==> src/rtl/cpu_pkg.sv <==
// cpu_pkg: shared core types and constants for the fetch stage
package cpu_pkg;
   localparam int XLEN = 32;
   localparam logic [XLEN-1:0] NOP_INSTR = 32'h0000_0013;
   typedef enum logic [1:0] {S_REQ, S_WAIT, S_HOLD, S_DROP} fetch_state_t;
   typedef struct packed {
      logic            valid;
      logic [XLEN-1:0] instr;
      logic [XLEN-1:0] pc;
      logic [XLEN-1:0] pc4;
   } ifid_t;
endpackage

==> src/rtl/fetch_skid_reg.sv <==
// fetch_skid_reg: single-entry buffer parking a response that arrived during a decode stall
module fetch_skid_reg
   import cpu_pkg::*;
(
   input  logic            clk,
   input  logic            rst_n,
   input  logic            load_i,
   input  logic            clear_i,
   input  logic [XLEN-1:0] instr_i,
   input  logic [XLEN-1:0] pc_i,
   input  logic [XLEN-1:0] pc4_i,
   output ifid_t           entry_o
);
   ifid_t entry_q, entry_d;
   // load wins over clear; clear only drops the valid bit
   always_comb
      entry_d = load_i ? '{1'b1, instr_i, pc_i, pc4_i}
                       : '{entry_q.valid & ~clear_i, entry_q.instr, entry_q.pc, entry_q.pc4};
   // storage
   always_ff @(posedge clk or negedge rst_n)
      if (!rst_n) entry_q <= '0;
      else        entry_q <= entry_d;
   assign entry_o = entry_q;
endmodule

==> src/rtl/pc_fetch_unit.sv <==
// pc_fetch_unit: PC owner and single-outstanding imem fetcher feeding the IF/ID register
module pc_fetch_unit #(
   parameter logic [31:0] RESET_PC  = 32'h0000_0000,
   parameter logic [31:0] NOP_INSTR = cpu_pkg::NOP_INSTR
) (
   input  logic        clk,
   input  logic        rst_n,
   input  logic        stall_i,
   input  logic        redirect_i,
   input  logic [31:0] redirect_pc_i,
   output logic [31:0] pc_o,
   input  logic [31:0] pc_plus4_i,
   output logic        imem_req_o,
   output logic [31:0] imem_addr_o,
   input  logic        imem_gnt_i,
   input  logic        imem_rvalid_i,
   input  logic [31:0] imem_rdata_i,
   output logic        if_valid_o,
   output logic [31:0] if_instr_o,
   output logic [31:0] if_pc_o,
   output logic [31:0] if_pc4_o
);
   import cpu_pkg::*;
   fetch_state_t    state_q, state_d;
   logic [XLEN-1:0] pc_q, pc_d;
   logic            req_q, req_d;
   ifid_t           ifid_q, ifid_d, skid, bubble;
   logic            skid_load, skid_clear, granted, outstanding;
   logic [XLEN-1:0] redirect_tgt;
   assign redirect_tgt = redirect_pc_i & ~32'h3;
   // req_q is only high while in S_REQ, so it doubles as "request presented"
   assign granted     = req_q & imem_gnt_i;
   assign outstanding = granted | (((state_q == S_WAIT) | (state_q == S_DROP)) & ~imem_rvalid_i);
   assign bubble      = '{1'b0, NOP_INSTR, ifid_q.pc, ifid_q.pc4};
   fetch_skid_reg u_skid (
      .clk     (clk),
      .rst_n   (rst_n),
      .load_i  (skid_load),
      .clear_i (skid_clear),
      .instr_i (imem_rdata_i),
      .pc_i    (pc_q),
      .pc4_i   (pc_plus4_i),
      .entry_o (skid)
   );
   // next-state: handshake progress first, then redirect overrides everything
   always_comb begin
      state_d    = state_q;
      pc_d       = pc_q;
      ifid_d     = stall_i ? ifid_q : bubble;
      skid_load  = 1'b0;
      skid_clear = 1'b0;
      case (state_q)
         S_REQ:  state_d = granted ? S_WAIT : S_REQ;
         S_WAIT: if (imem_rvalid_i) begin
            pc_d      = pc_plus4_i;
            skid_load = stall_i;
            ifid_d    = stall_i ? ifid_q : '{1'b1, imem_rdata_i, pc_q, pc_plus4_i};
            state_d   = stall_i ? S_HOLD : S_REQ;
         end
         S_HOLD: if (!stall_i) begin
            ifid_d     = skid;
            skid_clear = 1'b1;
            state_d    = S_REQ;
         end
         default: state_d = imem_rvalid_i ? S_REQ : S_DROP;
      endcase
      if (redirect_i) begin
         pc_d       = redirect_tgt;
         ifid_d     = bubble;
         skid_load  = 1'b0;
         skid_clear = 1'b1;
         state_d    = outstanding ? S_DROP : S_REQ;
      end
      req_d = state_d == S_REQ;
   end
   // all fetch-stage state, outputs registered
   always_ff @(posedge clk or negedge rst_n)
      if (!rst_n) begin
         state_q <= S_REQ;
         pc_q    <= RESET_PC;
         req_q   <= 1'b0;
         ifid_q  <= '{1'b0, NOP_INSTR, 32'h0, 32'h0};
      end else begin
         state_q <= state_d;
         pc_q    <= pc_d;
         req_q   <= req_d;
         ifid_q  <= ifid_d;
      end
   assign pc_o        = pc_q;
   assign imem_addr_o = pc_q;
   assign imem_req_o  = req_q;
   assign if_valid_o  = ifid_q.valid;
   assign if_instr_o  = ifid_q.instr;
   assign if_pc_o     = ifid_q.pc;
   assign if_pc4_o    = ifid_q.pc4;
endmodule

==> config.mk <==
export PLATFORM = sky130hd
export DESIGN_NAME = pc_fetch_unit
export DESIGN_NICKNAME = d
export VERILOG_FILES = /design/src/rtl/cpu_pkg.sv /design/src/rtl/fetch_skid_reg.sv /design/src/rtl/pc_fetch_unit.sv
export SDC_FILE = /design/constraint.sdc
export NUM_CORES = 1
export LEC_CHECK = 0
export ABC_AREA = 1
export ABC_CLOCK_PERIOD_IN_PS = 1600
export BUFFER_PORTS_ARGS = -buffer_cell sky130_fd_sc_hd__buf_2
export CAP_MARGIN = 15
export CORE_ASPECT_RATIO = 0.5
export CORE_MARGIN = 3
export CORE_UTILIZATION = 50
export CTS_BUF_LIST = sky130_fd_sc_hd__clkbuf_8
export DETAILED_ROUTE_END_ITERATION = 10
export GPL_ROUTABILITY_DRIVEN = 0
export PLACE_DENSITY = 0.82
export SYNTH_ARGS = -nofsm -noshare
export SYNTH_HDL_FRONTEND = slang
export SYNTH_SLANG_ARGS = --single-unit
export TNS_END_PERCENT = 20
==> constraint.sdc <==
create_clock -name clk -period 1.6 [get_ports clk]
set_input_delay 0.24 -clock clk [delete_from_list [all_inputs] [get_ports clk]]
set_output_delay 0.24 -clock clk [all_outputs]
set_load 0.1 [all_outputs]
; Word-level counts from Yosys, hierarchy flattened
; Cells that the tools add are included.
[word_totals]
mem_bits_rw = 0
latch_bits = 0
n_memories = 0
input_bits = 102
romBits = 0
regBits = 229
output_inout_bits = 162
[op_classes]
addsub = 0
n_div = 0
n_reduce_logical = 6
magnitude_cmp = 0
n_shift = 0
bitwise_logic = 8
n_mux = 24
eq_ne = 5
mul = 0
[ops]
columns = op, n
row1 = $mux 97, 6
row2 = $pmux 97 s2, 1
row3 = $mux 32, 3
row4 = $mux 2, 6
row5 = $mux 1, 7
row6 = $pmux 2 s3, 1
row7 = $eq 2x2->1 const B, 2
row8 = $logic_not 2->1, 2
row9 = $ne 4x4->1 const B, 1
row10 = $reduce_and 2->1, 2
row11 = $reduce_bool 2->1, 2
row12 = $and 1x1->1, 3
row13 = $ne 3x3->1 const B, 1
row14 = $not 1->1, 3
row15 = $eq 2x1->1 const B, 1
row16 = $or 1x1->1, 2

; Longest topological paths before layout
; Gate-level depths: netlist (run 1).
[logic_depth]
ltp_word = 7
depth_mapped = 11
depth_no_buf = 10

; By module
; From an unflattened synthesis (run 1), not the netlist that was laid out.
[unflattened]
cells_unflattened = 1325
hier_area_um2 = 10741.6
[by_module_without_submodules]
columns = mod, seq_area_each_um2, instances, cells_each, area_each_um2
row1 = pc_fetch_unit, 3306.9, 1, 915, 7071.8
row2 = fetch_skid_reg, 2427.3, 1, 410, 3669.8

; Worst setup path after synthesis (run 1)
; OpenSTA, ideal clock, no wires.
[synth_timing]
path_kind = register -> register
start = register state_q[0]
end = register ifid_q, in the netlist if_instr_o[10]
arrival_ns = 1.585
path_buffers = 2
setup_slack_ns = -0.112
setup_ns = 0.127
t_required_ns = 1.473
stages_incl_launch_ff = 9
period_less_slack_ns = 1.712
cell_sequence = dfrtp_1 > inv_1 > ha_1 > inv_2 > or2_1 > o21ai_1 > buf_4 > buf_6 > o21ai_0
[synth_between]
elab_chain_cells = 3
elab_cells_between_ends = 5
classes_between = eq/ne: 3 / mux: 2
[synth_rtl]
columns = element, line_no
row1 = from (decl), pc_fetch_unit.sv:24  ; fetch_state_t state_q, state_d;
row2 = from (signal assigned), pc_fetch_unit.sv:84  ; state_q <= state_d;
row3 = $eq 2x2->1 / $eq 2x1->1 (equally long branches), pc_fetch_unit.sv:52  ; case (state_q)
row4 = $pmux 97 s2, pc_fetch_unit.sv:52
row5 = $mux 97, pc_fetch_unit.sv:67  ; if (redirect_i) begin
row6 = to (signal assigned), pc_fetch_unit.sv:82  ; ifid_q <= '{1'b0, NOP_INSTR, 32'h0, 32'h0};
row7 = to (signal assigned), pc_fetch_unit.sv:87  ; ifid_q <= ifid_d;
row8 = to (decl), pc_fetch_unit.sv:27  ; ifid_t ifid_q, ifid_d, skid, bubble;
; Parallel ways exist; a longest one is shown, timed or not.
; A chain may end at the register's enable or synchronous reset.

==> results of run 1 <==
[path summary, 6_finish.rpt]
kind,to
max in group asynchronous,if_instr_o[0]
setup reg to reg,register
min in group asynchronous,u_skid.entry_o[68]
hold reg to reg,register
setup / recovery,register
hold / removal,u_skid.entry_o[77]
[final cells by class]
cell class,instances,share of cell area [%]
antenna,5,0.0883
clock inverter,14,0.671
timing repair buffer,396,22.0
tap,266,2.35
inverter,140,3.81
sequential,229,40.5
multi-input combinational,770,26.4
clock buffer,44,4.27
[per-layer routing]
metal,global-route usage [%],vias up
met3,6.49,92
met1,33.9,4939
met4,9.16,0
met2,47.6,542
met5,0,-
li1,-,4628
[layout by cell type, fill, tap and decap left out, drive strengths merged, types with 3 or more instances in the layout]
cell type,Yosys,final
buf,92,282
inv,140,148
o22ai,15,15
nand2,392,392
clkbuf,19,106
a22oi,3,3
nor2,5,5
o221ai,17,17
dfrtp,226,226
dfstp,3,3
diode,0,5
dlygate4sd3,0,52
o21ai,219,219
ha,6,6
a21oi,19,19
clkinvlp,0,4
nand3,91,91
[report_power, final]
group / internal (uW) / total (uW) / switching (uW)
Sequential: 7930 / 9220 / 1290
Combinational: 3890 / 16800 / 12900
Clock: 2630 / 4950 / 2320
Total: 14500 / 30900 / 16500
[stage by stage]
stage / setup WS, ns / TNS [ns] / utilization [%]
final: -0.102 / -6.82 / 70.7
after global routing: -0.157 / -16.45 / 70.7
after CTS: -0.0932 / -4.99 / 68.1
after detailed placement: -0.141 / -8.70 / 60.6
after global placement: -0.0947 / -5.35 / 60.6
after floorplan: -0.0476 / -0.800 / -
[logic make-up after synthesis]
kind of cell / count (synthesis) / share of synthesized area (%)
AOI/OAI and AO/OA: 274 / 13.9
adders and majority gates: 6 / 0.715
buffers and inverters: 251 / 11.7
DFF: 229 / 54.6
and+or+nand+nor: 490 / 19.0
[repair_timing]
action / CTS / global route
setup buffers: 7 / 5
setup endpoints to repair: 177 / 268
resized for setup: 85 / 105
endpoints found under the hold margin: 100 / 0
pin swaps: 4 / 4
gates cloned: 3 / 9
hold buffers: 52 / 0
[worst max-delay path: stages, from the launching register on]
cell       delay [ns]
dfrtp_2          0.45
ha_4             0.18
nand2_4          0.06
inv_4            0.04
nand2_4          0.08
nand2_4          0.07
nor2_4           0.11
buf_6            0.15
nand2_8          0.10
clkbuf_16        0.21
nand2_2          0.07
nand2_1          0.05
==> impl_metrics.json, run 1 <==
{
  "outcome": "complete, but fails checks",
  "violations": "negative setup slack",
  "final_nets": 1679,
  "gr-total-overflow": 0,
  "multi_input_area_um2": 3740,
  "yosysUniqueCellTypes": 26,
  "yosys_warnings": 0,
  "synth_top_area_share_pct": 53.9,
  "ant_nets": 0,
  "setup_viol": 101,
  "fin_crit_ns": 1.70,
  "dp.cells": 1725,
  "ys_async_sr_fraction_pct": 100,
  "yosys.area.top_type": "dfrtp_1",
  "worstPathArrival_ns": 2.10,
  "hold-path-cell-count": 3,
  "finalCritPeriodShare_pct": 106,
  "regArea_um2": 5740,
  "synth_most_common_cell": "nand2_1",
  "cp.required_ns": 2.00,
  "dieArea_um2": 22900,
  "hold-worst-slack_ns": 0.0244,
  "antenna_found_initial": 5,
  "cap_violations": 0,
  "skew_ns": 0.0204,
  "wl_met2_um": 16700,
  "power.total_uw": 30900,
  "drv_slew": 0,
  "max_freq_ghz": 0.587,
  "cp-startpoint": "state_q[0]",
  "ir_drop_uv": 1480,
  "min_from": "imem_rdata_i[13]",
  "io_pins": 264,
  "synth_edf_count": 0,
  "synth_nets": 1358,
  "start_kind": "register",
  "design_area_um2": 14200,
  "clk_path_buf_depth": 3,
  "synth_top_cells_by_area": "dfrtp_1 54%, nand2_1 14%, o21ai_0 6.8%, inv_1 4.8%, nand3_1 4.3%",
  "die_h_um": 108,
  "end_kind": "register",
  "synth_area_um2": 10500,
  "cts_root_buffer": "clkbuf_8",
  "grt_max_degree": 65,
  "rows": 36,
  "grt_pass1_wl_um": 50000,
  "dpl_cell_area_um2": 12200,
  "worstMarginPinSlew_ns": 0.504,
  "grtUsageTotal_pct": 27.3,
  "tritoncts": "done",
  "io_buffers": 261,
  "leakage_uw": 0.00741,
  "setup_slack_ns": -0.102,
  "insertion_delay_ns": 0.51,
  "synth-main-ff-cell": "dfrtp_1",
  "r2r_slack_ns": -0.10,
  "layout.cells.non_filler": 1864,
  "ff2ff_path_depth": 11,
  "hpwl_um": 20400,
  "wl_met1_um": 13100,
  "drc": 0,
  "drtIter0Drc": 1021,
  "yosysSeqAreaShare_pct": 54.6,
  "core_um2": 20000,
  "crit_path_max_fanout": 8,
  "rsz0062_at_grt": "true",
  "critPathKind": "register to register",
  "synthCells": 1250,
  "grt_pass1_vias": 9850,
  "r2r_start": "state_q[0]",
  "clk_pin_slew_ns": 0.07,
  "start_util_pct": 52.4,
  "post_drt_wl_per_cell_um": 18.1,
  "via_count": 10201,
  "relSlewSlack_pct": 66.4,
  "clock_sinks": 229,
  "hold_class": "primary input to register",
  "dieWidth_um": 211,
  "drive_above_1_share_pct": 28.8,
  "area_delta_synth_final_pct": 35.0,
  "met3_length_um": 2890,
  "fill_cells": 1443,
  "h-tree-depth": 2,
  "top_layer_used": "met4",
  "avgSynthCellArea_um2": 8.40,
  "ys_ff_latch": 229,
  "wl_um": 33700,
  "firstDrtPassIters": 7,
  "powerDensity_nw_per_um2": 2180,
  "synth_top_cells_by_count": "388 x nand2_1, 226 x dfrtp_1, 142 x o21ai_0",
  "finalHoldViolCount": 0,
  "viasPerCell": 5.47,
  "numCtsBuffers": 34
}
Note: power is estimated with default switching activity, not from simulation.
==> inputs of run 2 (changes only) <==
--- a/config.mk
+++ b/config.mk
@@ -6,16 +6,18 @@
 export NUM_CORES = 1
 export LEC_CHECK = 0
 export ABC_AREA = 1
-export ABC_CLOCK_PERIOD_IN_PS = 1600
+export ABC_CLOCK_PERIOD_IN_PS = 1980
 export BUFFER_PORTS_ARGS = -buffer_cell sky130_fd_sc_hd__buf_2
 export CAP_MARGIN = 15
 export CORE_ASPECT_RATIO = 0.5
 export CORE_MARGIN = 3
-export CORE_UTILIZATION = 50
+export CORE_UTILIZATION = 60
 export CTS_BUF_LIST = sky130_fd_sc_hd__clkbuf_8
 export DETAILED_ROUTE_END_ITERATION = 10
 export GPL_ROUTABILITY_DRIVEN = 0
-export PLACE_DENSITY = 0.82
+export PLACE_DENSITY = 0.92
+export SKIP_CTS_REPAIR_TIMING = 1
+export SLEW_MARGIN = 20
 export SYNTH_ARGS = -nofsm -noshare
 export SYNTH_HDL_FRONTEND = slang
 export SYNTH_SLANG_ARGS = --single-unit
==> constraint.sdc (replaced) <==
create_clock -name clk -period 1.98 [get_ports clk]
set_input_delay 0.297 -clock clk [delete_from_list [all_inputs] [get_ports clk]]
set_output_delay 0.297 -clock clk [all_outputs]
set_load 0.1 [all_outputs]
==> run 2 against run 1 <==
The flow finishes with violations (negative hold slack, negative setup slack). Count of clock-buffer cells in the layout is 1 lower. Critical path depth unchanged. Cell count shrank 5.7%. Non-clock buffer count down 62. Highest routed layer unchanged. Via count decreased by 1.3%. First-iteration DRC count is 8.9% higher. Clock power fell by 24%. Largest power group unchanged. Worst hold slack got worse by 0.036 ns. Core utilization grew 6.6 points.
==> impl_metrics.json, run 2 (synthesized netlist as in run 1, its figures left out) <==
{
  "hold_class": "primary input to register",
  "antenna_found_initial": 0,
  "skew_ns": 0.0182,
  "clock_sinks": 229,
  "io_pins": 264,
  "setup_viol": 1,
  "hold-path-cell-count": 3,
  "cts_root_buffer": "clkbuf_8",
  "clk_path_buf_depth": 3,
  "ant_nets": 0,
  "via_count": 10067,
  "grt_pass1_vias": 9441,
  "crit_family": "simple AND/OR/NAND/NOR gates",
  "ir_drop_uv": 1610,
  "outcome": "complete, but fails checks",
  "worstMarginPinSlew_ns": 0.557,
  "area_delta_synth_final_pct": 23.5,
  "firstDrtPassIters": 6,
  "drtIter0Drc": 1112,
  "dieWidth_um": 193,
  "wl_um": 32300,
  "grt_max_degree": 69,
  "rows": 33,
  "postLayoutCoreUtil_pct": 77.3,
  "ff2ff_path_depth": 11,
  "core_um2": 16800,
  "cp.required_ns": 2.42,
  "crit_chain": "inv_1 -> ha_1 -> nand2_2 -> inv_2 -> nand2_4 -> nand2_2 -> nor2_4 -> buf_4 -> buf_16 -> nand2_1 -> o21ai_0",
  "clk_pin_slew_ns": 0.07,
  "start_kind": "register",
  "cap_violations": 0,
  "fill_cells": 1122,
  "insertion_delay_ns": 0.56,
  "io_buffers": 261,
  "relSlewSlack_pct": 63.1,
  "end_kind": "register",
  "cpPeakStageDelay_ns": 0.40,
  "post_drt_wl_per_cell_um": 18.4,
  "grt_pass1_wl_um": 46600,
  "fin_crit_ns": 1.99,
  "drv_slew": 0,
  "hpwl_um": 19200,
  "viasPerCell": 5.73,
  "grtUsageTotal_pct": 29.8,
  "layout_common_cells": "387 x nand2_1, 260 x buf_2, 224 x dfrtp_1",
  "worstPathArrival_ns": 2.42,
  "tritoncts": "done",
  "leakage_uw": 0.00696,
  "violations": "negative hold slack, negative setup slack",
  "finalCritPeriodShare_pct": 100,
  "setup_slack_ns": -0.00718,
  "drc": 0,
  "critPathKind": "register to register",
  "start_util_pct": 62.6,
  "crit_top_cell": "nand2_2",
  "power.total_uw": 23700,
  "powerDensity_nw_per_um2": 1830,
  "worst-path-stages": 11,
  "final_nets": 1614,
  "finalHoldViolCount": 2,
  "final.setup.tns_ns": -0.00718,
  "rsz0062_at_grt": "true",
  "dieArea_um2": 19200,
  "crit_path_max_fanout": 22,
  "final_common_cell": "nand2_1",
  "hold-worst-slack_ns": -0.0116,
  "pre_cts_slack_ns": 0.0831,
  "die_h_um": 99.5,
  "gr-total-overflow": 0,
  "max_freq_ghz": 0.503,
  "crit_slowest_cell": "dfrtp_2",
  "path_buf_inv": 4,
  "drive_above_1_share_pct": 24.5,
  "numCtsBuffers": 31,
  "h-tree-depth": 1
}
run 2: worst min-delay path, stage by stage:
cell	delay, ns
buf_2	0.10
nand2_1	0.05
o21ai_0	0.06
run 2: path summary, 6_finish.rpt:
kind                             startpoint                 end  slack (ns)
max in group asynchronous             rst_n      imem_addr_o[2]        1.07
setup reg to reg                 state_q[1]      if_instr_o[29]      -0.007
min in group asynchronous             rst_n      imem_addr_o[6]        0.20
setup / recovery                 state_q[1]      if_instr_o[29]      -0.007
hold / removal             imem_rdata_i[25]  u_skid.entry_o[89]       -0.01
hold reg to reg                    register            register        0.46
run 2: metrics by stage:
| step | cells | area (um2) |
|---|---|---|
| CTS | 1710 | 12400 |
| global placement | 1654 | 11800 |
| detailed placement | 1654 | 11800 |
| floorplan | 1250 | 10500 |
| finish | 1757 | 13000 |
| global route | 1756 | 13000 |
run 2: power breakdown:
group          internal, uW  switching (uW)
Combinational          2390           10200
Clock                  1930            1810
Sequential             6410            1030
Total                 10700           13000
run 2: layer usage:
layer	share of wire [%]	track usage [%]	up-vias
met4	3.2	10.7	0
met1	39	41.2	4775
met3	11	5.60	104
met5	0	0	-
met2	47	47.7	690
li1	-	-	4498
run 2: cell type report:
type	instances	area [um2]	area share (%)
tap	227	284	2.19
inverter	140	532	4.10
antenna	1	2.50	0.0193
clock buffer	43	592	4.56
timing repair buffer	334	2220	17.1
multi-input combinational	770	3540	27.3
clock inverter	13	57.6	0.444
sequential	229	5740	44.2
==> inputs of run 3 (changes only) <==
--- a/config.mk
+++ b/config.mk
@@ -16,6 +16,7 @@
 export DETAILED_ROUTE_END_ITERATION = 10
 export GPL_ROUTABILITY_DRIVEN = 0
 export PLACE_DENSITY = 0.92
+export SETUP_SLACK_MARGIN = 0.02
 export SKIP_CTS_REPAIR_TIMING = 1
 export SLEW_MARGIN = 20
 export SYNTH_ARGS = -nofsm -noshare
==> run 3 against run 2 <==
Via count grew 0.14%. Non-clock buffer count rose by 1. Design area rose by 0.25%. First-iteration DRC count is 2.6% higher. Count of clock-buffer cells in the layout is the same. Critical endpoint unchanged. Register-to-register slack improved by 0.05 ns. Worst hold slack improved by 0.0030 ns. Die area unchanged. The run ends with negative hold slack left. Combinational power barely moved. Fmax increased by 2.6%. Global-route usage unchanged. Wire length increased by 0.41%.
==> impl_metrics.json, run 3 (synthesized netlist as in run 1, its figures left out) <==
{
  "clk_path_buf_depth": 3,
  "cp-startpoint": "state_q[1]",
  "drc": 0,
  "leakage_uw": 0.00698,
  "powerDensity_nw_per_um2": 1830,
  "rows": 33,
  "grt_max_degree": 69,
  "power.total_uw": 23800,
  "worstMarginPinSlew_ns": 0.548,
  "hpwl_um": 19200,
  "grt_pass1_wl_um": 46600,
  "clk_pin_slew_ns": 0.07,
  "numCtsBuffers": 31,
  "grtUsageTotal_pct": 29.8,
  "area_delta_synth_final_pct": 23.8,
  "cp.required_ns": 2.42,
  "crit_chain": "inv_1 -> ha_1 -> nand2_2 -> inv_2 -> nand2_4 -> nand2_4 -> nor2_4 -> buf_4 -> buf_16 -> nand2_1 -> o21ai_0",
  "pre_cts_slack_ns": 0.0831,
  "start_util_pct": 62.6,
  "fill_cells": 1120,
  "worstPathArrival_ns": 2.38,
  "firstDrtPassIters": 5,
  "gr-total-overflow": 0,
  "timing.rr.end": "if_instr_o[29]",
  "core_um2": 16800,
  "cts_root_buffer": "clkbuf_8",
  "post_drt_wl_per_cell_um": 18.5,
  "cp-endpoint": "if_instr_o[29]",
  "postLayoutCoreUtil_pct": 77.5,
  "finalCritPeriodShare_pct": 97.8,
  "skew_ns": 0.0214,
  "path_buf_inv": 4,
  "drtIter0Drc": 1141,
  "setup_viol": 0,
  "dieArea_um2": 19200,
  "end_kind": "register",
  "io_pins": 264,
  "clock_sinks": 229,
  "r2r_slack_ns": 0.04,
  "final_nets": 1615,
  "ir_drop_uv": 1610,
  "violations": "negative hold slack",
  "crit_family": "simple AND/OR/NAND/NOR gates",
  "start_kind": "register",
  "cap_violations": 0,
  "setup_slack_ns": 0.0429,
  "viasPerCell": 5.73,
  "crit_path_max_fanout": 22,
  "io_buffers": 261,
  "drv_slew": 0,
  "final_common_cell": "nand2_1",
  "grt_pass1_vias": 9441,
  "ant_nets": 0,
  "fin_crit_ns": 1.94,
  "insertion_delay_ns": 0.56,
  "h-tree-depth": 1,
  "hold_class": "primary input to register",
  "tritoncts": "done",
  "dieWidth_um": 193,
  "crit_slowest_cell": "dfrtp_2",
  "layout_common_cells": "387 x nand2_1, 260 x buf_2, 224 x dfrtp_1",
  "die_h_um": 99.5,
  "antenna_found_initial": 0,
  "r2r_start": "state_q[1]",
  "ff2ff_path_depth": 11,
  "max_freq_ghz": 0.516,
  "via_count": 10081,
  "cpPeakStageDelay_ns": 0.40,
  "worst-path-stages": 11,
  "wl_um": 32500,
  "relSlewSlack_pct": 63.7,
  "drive_above_1_share_pct": 24.5,
  "finalHoldViolCount": 4,
  "outcome": "complete, but fails checks",
  "crit_top_cell": "nand2_4",
  "critPathKind": "register to register",
  "hold-worst-slack_ns": -0.00862
}
## run 3: cell count changes in the layout (fill, tap and decap cells not counted)
cell       delta
inv_6         +1
nand2_2       -1
clkbuf_16     +1
inv_4         -1
nand2_4       +1
## run 3: area by class of cell
cell class / instances / area, um2 / share of cell area [%]
clock inverters: 13 / 57.6 / 0.443
well taps: 227 / 284 / 2.19
multi-input cells: 770 / 3550 / 27.3
flip-flops and latches: 229 / 5740 / 44.1
inverters: 140 / 534 / 4.11
repair buffers: 335 / 2240 / 17.3
diodes: 1 / 2.50 / 0.0193
clock buffers: 43 / 592 / 4.55
## run 3: how the worst min path moves through the flow
stage	cells past startpoint	endpoint	startpoint
floorplan	0	async pin	rst_n
global placement	1	u_skid.entry_o[37]	rst_n
detailed placement	1	u_skid.entry_o[39]	rst_n
CTS	1	u_skid.entry_o[34]	rst_n
global route	3	imem_addr_o[3]	pc_plus4_i[3]
finish	3	u_skid.entry_o[89]	imem_rdata_i[25]
## run 3: per-layer routing
metal  GRT usage (%)  part of all wire, %
met5               0                    0
met4            10.7                  3.4
met3            5.60                   11
met2            47.7                   47
met1            41.2                   38
## run 3: tightest hold or removal path, delay by kind of cell
kind	cells	cell delay, ns
buffers and inverters	1	0.10
AOI/OAI and AO/OA	1	0.06
and+or+nand+nor	1	0.05
## run 3: metrics by stage
step	instances	setup TNS, ns	cell area, um2
floorplan	1250	0	10500
global placement	1654	0	11800
detailed placement	1654	0	11800
CTS	1710	0	12400
global route	1757	-0.0624	13000
finish	1758	0	13000
## run 3: report_power, final
| part | switching (uW) | internal (uW) | total, uW |
|---|---|---|---|
| combinational | 10200 | 2430 | 12600 |
| sequential | 1040 | 6410 | 7440 |
| clock | 1830 | 1930 | 3760 |
| total | 13100 | 10800 | 23800 |
